## src/rtl/exec_unit_sequencer.sv

```systemverilog
// rtl/exec_unit_sequencer.sv - execute-stage unit sequencer: ALU/shifter single-cycle, multiplier/divider multi-cycle with stall and writeback strobe
// Optional feature macro: DIV_ZERO_TRAP_EN (divide-by-zero trap instead of starting the divider)
module exec_unit_sequencer #(
    parameter int MUL_LATENCY = 3
) (
    input  logic       clk,
    input  logic       reset,
    input  logic       issue_valid,
    input  logic [1:0] issue_unit,
    output logic       issue_ready,
    input  logic       divisor_zero,
    output logic       mul_start,
    output logic       div_start,
    input  logic       div_done,
    output logic       stall,
    output logic       wb_valid,
    output logic [1:0] result_sel,
    output logic       div_zero_fault
);

    typedef enum logic [1:0] {
        ST_IDLE     = 2'd0,
        ST_MUL_WAIT = 2'd1,
        ST_DIV_WAIT = 2'd2
    } state_t;

    localparam logic [1:0] UNIT_ALU = 2'd0;
    localparam logic [1:0] UNIT_SHF = 2'd1;
    localparam logic [1:0] UNIT_MUL = 2'd2;
    localparam logic [1:0] UNIT_DIV = 2'd3;

    // Counter reload: MUL_LATENCY-1 so that a count of 0 in MUL_WAIT means the result lands next cycle
    localparam logic [3:0] MUL_LOAD = 4'(MUL_LATENCY - 1);

    state_t     r_state;
    logic [3:0] r_cnt;
    logic       r_issue_ready;
    logic       r_mul_start;
    logic       r_div_start;
    logic       r_stall;
    logic       r_wb_valid;
    logic [1:0] r_result_sel;
    logic       r_div_zero_fault;

    logic       w_accept;
    assign w_accept = issue_valid && r_issue_ready;

`ifndef DIV_ZERO_TRAP_EN
    // Operand-zero flag has no effect without the trap; kept on the port for a uniform interface
    logic w_unused_divisor_zero;
    assign w_unused_divisor_zero = divisor_zero;
`endif

    // Sequencer FSM: all outputs registered, pulses default low every cycle
    always_ff @(posedge clk or posedge reset) begin
        if (reset) begin
            r_state          <= ST_IDLE;
            r_cnt            <= 4'd0;
            r_issue_ready    <= 1'b1;
            r_mul_start      <= 1'b0;
            r_div_start      <= 1'b0;
            r_stall          <= 1'b0;
            r_wb_valid       <= 1'b0;
            r_result_sel     <= 2'd0;
            r_div_zero_fault <= 1'b0;
        end else begin
            r_mul_start      <= 1'b0;
            r_div_start      <= 1'b0;
            r_wb_valid       <= 1'b0;
            r_div_zero_fault <= 1'b0;
            case (r_state)
                ST_IDLE: begin
                    if (w_accept) begin
                        case (issue_unit)
                            UNIT_ALU, UNIT_SHF: begin
                                r_wb_valid   <= 1'b1;
                                r_result_sel <= issue_unit;
                            end
                            UNIT_MUL: begin
                                r_mul_start   <= 1'b1;
                                r_stall       <= 1'b1;
                                r_issue_ready <= 1'b0;
                                r_cnt         <= MUL_LOAD;
                                r_state       <= ST_MUL_WAIT;
                            end
                            default: begin
`ifdef DIV_ZERO_TRAP_EN
                                if (divisor_zero) begin
                                    r_div_zero_fault <= 1'b1;
                                end else begin
                                    r_div_start   <= 1'b1;
                                    r_stall       <= 1'b1;
                                    r_issue_ready <= 1'b0;
                                    r_state       <= ST_DIV_WAIT;
                                end
`else
                                r_div_start   <= 1'b1;
                                r_stall       <= 1'b1;
                                r_issue_ready <= 1'b0;
                                r_state       <= ST_DIV_WAIT;
`endif
                            end
                        endcase
                    end
                end
                ST_MUL_WAIT: begin
                    if (r_cnt == 4'd0) begin
                        r_wb_valid    <= 1'b1;
                        r_result_sel  <= UNIT_MUL;
                        r_stall       <= 1'b0;
                        r_issue_ready <= 1'b1;
                        r_state       <= ST_IDLE;
                    end else begin
                        r_cnt <= r_cnt - 4'd1;
                    end
                end
                ST_DIV_WAIT: begin
                    // A done seen while div_start is still high belongs to a previous operation
                    if (div_done && !r_div_start) begin
                        r_wb_valid    <= 1'b1;
                        r_result_sel  <= UNIT_DIV;
                        r_stall       <= 1'b0;
                        r_issue_ready <= 1'b1;
                        r_state       <= ST_IDLE;
                    end
                end
                default: begin
                    r_state       <= ST_IDLE;
                    r_stall       <= 1'b0;
                    r_issue_ready <= 1'b1;
                end
            endcase
        end
    end

    assign issue_ready    = r_issue_ready;
    assign mul_start      = r_mul_start;
    assign div_start      = r_div_start;
    assign stall          = r_stall;
    assign wb_valid       = r_wb_valid;
    assign result_sel     = r_result_sel;
    assign div_zero_fault = r_div_zero_fault;

endmodule

```

## config.mk

```make
export PLATFORM = sky130hd
export DESIGN_NAME = exec_unit_sequencer
export DESIGN_NICKNAME = d
export VERILOG_FILES = /design/src/rtl/exec_unit_sequencer.sv
export SDC_FILE = /design/constraint.sdc
export NUM_CORES = 1
export LEC_CHECK = 0
export CAP_MARGIN = 20
export CORE_MARGIN = 4
export CORE_UTILIZATION = 48
export DETAILED_ROUTE_END_ITERATION = 10
export PLACE_DENSITY = 0.74
export SYNTH_ARGS = -nofsm -noshare
export SYNTH_HDL_FRONTEND = slang
export SYNTH_SLANG_ARGS = --single-unit
```

## constraint.sdc

```tcl
create_clock -name clk -period 2.7 [get_ports clk]
set_clock_uncertainty 0.1 [all_clocks]
set_input_delay 0.405 -clock clk [delete_from_list [all_inputs] [get_ports clk]]
set_output_delay 0.405 -clock clk [all_outputs]
set_load 0.03 [all_outputs]
```

**Yosys cells after proc, flatten, opt, wreduce, memory -nomap -nowiden**

Index checks and enable logic that the tools add are counted.

- Multiplexer cells: 35
- Eq/ne operators: 11
- $add $sub $neg: 1
- Reduce and logical (&&, ||, !) cells: 13

Operators with widths:

| kind | number |
|---|---|
| $mux 1 | 18 |
| $mux 2 | 7 |
| $mux 4 | 3 |
| $pmux 2 s3 | 2 |
| $ne 2x2->1 const B | 5 |
| $pmux 1 s3 | 3 |
| $pmux 4 s2 | 1 |
| $reduce_and 4->1 | 2 |
| $reduce_and 5->1 | 1 |
| $eq 2x1->1 const B | 2 |
| $eq 2x2->1 const B | 2 |
| $logic_not 2->1 | 2 |
| $logic_not 4->1 | 1 |
| $ne 2x1->1 const B | 2 |
| $pmux 2 s2 | 1 |
| $sub 4x1->4 const B | 1 |
| $reduce_bool 3->1 | 1 |
| $reduce_or 3->1 | 1 |
| $logic_and 1x1->1 | 2 |
| $reduce_bool 2->1 | 1 |
| $reduce_or 2->1 | 1 |
| $logic_not 1->1 | 1 |

- Bits in registers: 13
- Output and inout port bits: 8
- Logic and storage cells: 68

**Logic depth before layout (Yosys ltp)**

- Depth after elaboration: 5
- Depth in mapped cells: 7
- Mapped depth without buffers: 6

**Worst setup path before layout**

Ideal clock, no wire load.

- Path kind: register to register
- Start: reg r_cnt[0]
- End: reg r_result_sel[0], in the netlist result_sel[0]
- Stages on the path, launching flop included: 7
- Setup slack: 807 ps
- Data required time: 2,475 ps
- Arrival time: 1,668 ps
- Cell sequence: dfrtp_1 inv_1 ha_1 or3b_1 a22o_1 a21oi_1 mux2_2

- Word-level cells in the longest chain between the ends: 3

RTL lines:

| what | line | RTL |
|---|---|---|
| start, declared | 36 | `logic [3:0] r_cnt;` |
| start signal, assigned | 114 | `r_cnt <= r_cnt - 4'd1;` |
| $logic_not 4->1 | 107 | `if (r_cnt == 4'd0) begin` |
| $ne 2x2->1 (no line) | n/a |  |
| $reduce_and 5->1 (no line) | n/a |  |
| end signal, assigned | 77 | `r_result_sel <= issue_unit;` |
| end, declared | 42 | `logic [1:0] r_result_sel;` |

Every way passes these cells.
A chain may end at the register's enable or synchronous reset.

**Final worst setup path**

Same ends and word-level chain as after synthesis.

==> results.toml <==
[run_status]
outcome = "finished clean"

[die]
core_um2 = 1560
die_h_um = 49.5
die_w_um = 49.5
rows = 14
ioPinCount = 15
start_util = 0.530
die_area_um2 = 2450

[sta]
fin_crit_sh = 0.804
final_max_slew_viol_count = 0
setup_viol = 0
rsz0062_at_grt = "no"
max_freq_mhz = 461
hold_viol = 0
tns_ps = 0
final.min_clock_period_ps = 2170

[setup_path]
cpPeakStageDelay_ps = 400
arrival_ps = 2230
worstPathMaxFanout = 11
cp_top_family = "compound AO/OA/AOI/OAI gates"
crit_buf_inv = 1
reg2regPathDepth = 6
critical_path_class = "reg2reg"
startpoint_type = "flip-flop"
r2r_end = "result_sel[0]$_DFFE_PP0P_"
worst-path-stages = 6
crit_required_ps = 2760
end_kind = "flip-flop"
cp_slowest_cell = "dfrtp_1"
r2r-start = "r_cnt[0]$_DFFE_PP0P_"
worstPathCellList = "inv_1, ha_1, or3b_1, a22o_1, a21oi_1, mux2_2"
ff2ff_setup_slack_ps = 530

[hold_path]
hp-class = "in2async"

[routing]
vias = 655
met2_length_um = 788
final_antenna_net_count = 0
route.met3.wl_um = 51
wl_met1_um = 735
vias_per_cell = 5.75
maxUsedRoutingLayer = "met4"
wl_per_cell_um = 13.9
drt-pass1-iter-count = 4
drt_wl_total_mm = 1.59
drc_errors = 0
drt_iter0_drc = 9

[cells_and_area]
fillers = 138
area_growth_pct = 17.4
nets = 113
antenna_cells = 0
layout-drive-gt1-share = 0.0918

[clock_network]
ctsHoldBuffers = 0
cts_htree_levels = 1
clock_latency_ps = 270
numClockSinks = 13
cts_tree = "built"
clockBufferDepth = 2
numCtsBuffers = 3
path_clk_slew_ps = 80
clock-root-buffer = "clkbuf_4"
postCtsSetupBuffers = 0
post_cts_resized = 0

[global_route]
grt_max_degree = 18
first_global_vias = 675
grt_remaining_overflow = 0
grt_pass1_wl_mm = 2.90
grt_use_total = 0.149
antenna_found_initial = 0

[placement]
globalplace.congestion = 0.753
dp_hpwl_mm = 1.22
portBuffers = 12

[yosys]
async_flop_share = 1.00
synth_area_um2 = 826
synth_top_area_cell = "dfrtp_1"
synth-seq-cells = 13
synthCells = 86
synth.top_cell.area_share = 0.364
synth_flop_cell = "dfrtp_1"
yosysMostFrequentCell = "dfrtp_1"
yosysWarningCount = 0
syn_area_per_cell_um2 = 9.60
synth_edf_count = 0
yosys-top-cells-count = "dfrtp_1, nand2_1, ha_1"
synthTopCellsByArea = "dfrtp_1, ha_1, nand2_1"
synth_nets = 100
synth_cell_types = 36
synth-seq-area-share = 0.395

[pwr]
total_power_uw = 907
powerDensity_nw_per_um2 = 935
leakage_nw = 0.441
ir_drop_mv = 0.609

[run]
drv_cap = 0
-- through the flow --
| step | hold WS (ps) | setup WS, ps | cell area (um^2) | std cells | utilization |
|---|---|---|---|---|---|
| 2_1_floorplan | 181 | 807 | 826 | 86 | - |
| 3_3_place_gp | 381 | 583 | 943 | 110 | 0.605 |
| 3_5_place_dp | 391 | 546 | 943 | 110 | 0.605 |
| 4_1_cts | 372 | 530 | 970 | 114 | 0.622 |
| 5_1_grt | 414 | 404 | 970 | 114 | 0.622 |
| 6_report | 342 | 530 | 970 | 114 | 0.622 |
-- per-layer routing --
| metal | up-vias | track usage |
|---|---|---|
| met2 | 11 | 0.252 |
| met3 | 2 | 0.0392 |
| met5 | - | 0 |
| met1 | 312 | 0.186 |
| li1 | 330 | - |
| met4 | 0 | 0.0461 |
-- cell usage in the layout (no fill, tap or decap), types with 3 or more instances in the layout --
cell and n:
o21ai_0 6, inv_1 5, clkdlybuf4s50_1 12, nand2_1 11, mux2_2 3, dfrtp_1 12
nor2_1 3, a22o_1 3, ha_1 7, a21oi_1 3, a31oi_1 3, clkbuf_4 3
-- state kept, by name (all words and copies together) (netlist names) --
signal	count
div_start	1
issue_ready	1
mul_start	1
r_cnt	4
r_state	2
result_sel	2
stall	1
wb_valid	1
-- report_power, final --
group	total [mW]	internal [mW]	leakage (nW)	switching (mW)
sequential	0.311	0.262	0.164	0.0498
combinational	0.475	0.209	0.262	0.266
clock	0.121	0.0572	0.0150	0.0634
-- how the worst max path moves through the flow --
stage	endpoint	from
after floorplan	result_sel[0]$_DFFE_PP0P_	r_cnt[0]$_DFFE_PP0P_
after global placement	result_sel[0]$_DFFE_PP0P_	r_cnt[0]$_DFFE_PP0P_
after detailed placement	result_sel[0]$_DFFE_PP0P_	r_cnt[0]$_DFFE_PP0P_
after CTS	result_sel[0]$_DFFE_PP0P_	r_cnt[0]$_DFFE_PP0P_
after global routing	result_sel[0]$_DFFE_PP0P_	r_cnt[0]$_DFFE_PP0P_
final	result_sel[0]$_DFFE_PP0P_	r_cnt[0]$_DFFE_PP0P_
-- cell families after synthesis --
logic type,after synthesis,synth area share
adders and majority gates,7,0.106
other,1,0.00454
buffers and inverters,10,0.0591
DFF,13,0.395
muxes,3,0.0409
and+or+nand+nor,30,0.208
AOI/OAI and AO/OA,22,0.186
-- cell type report --
class,count,area [um^2],share of cell area
Sequential cell,13,327,0.337
Timing Repair Buffer,13,128,0.132
Clock buffer,4,26.3,0.0271
Multi-Input combinational cell,63,450,0.465
Inverter,5,18.8,0.0194
Tap cell,16,20.0,0.0206
Note: power is estimated with default switching activity, not from simulation.
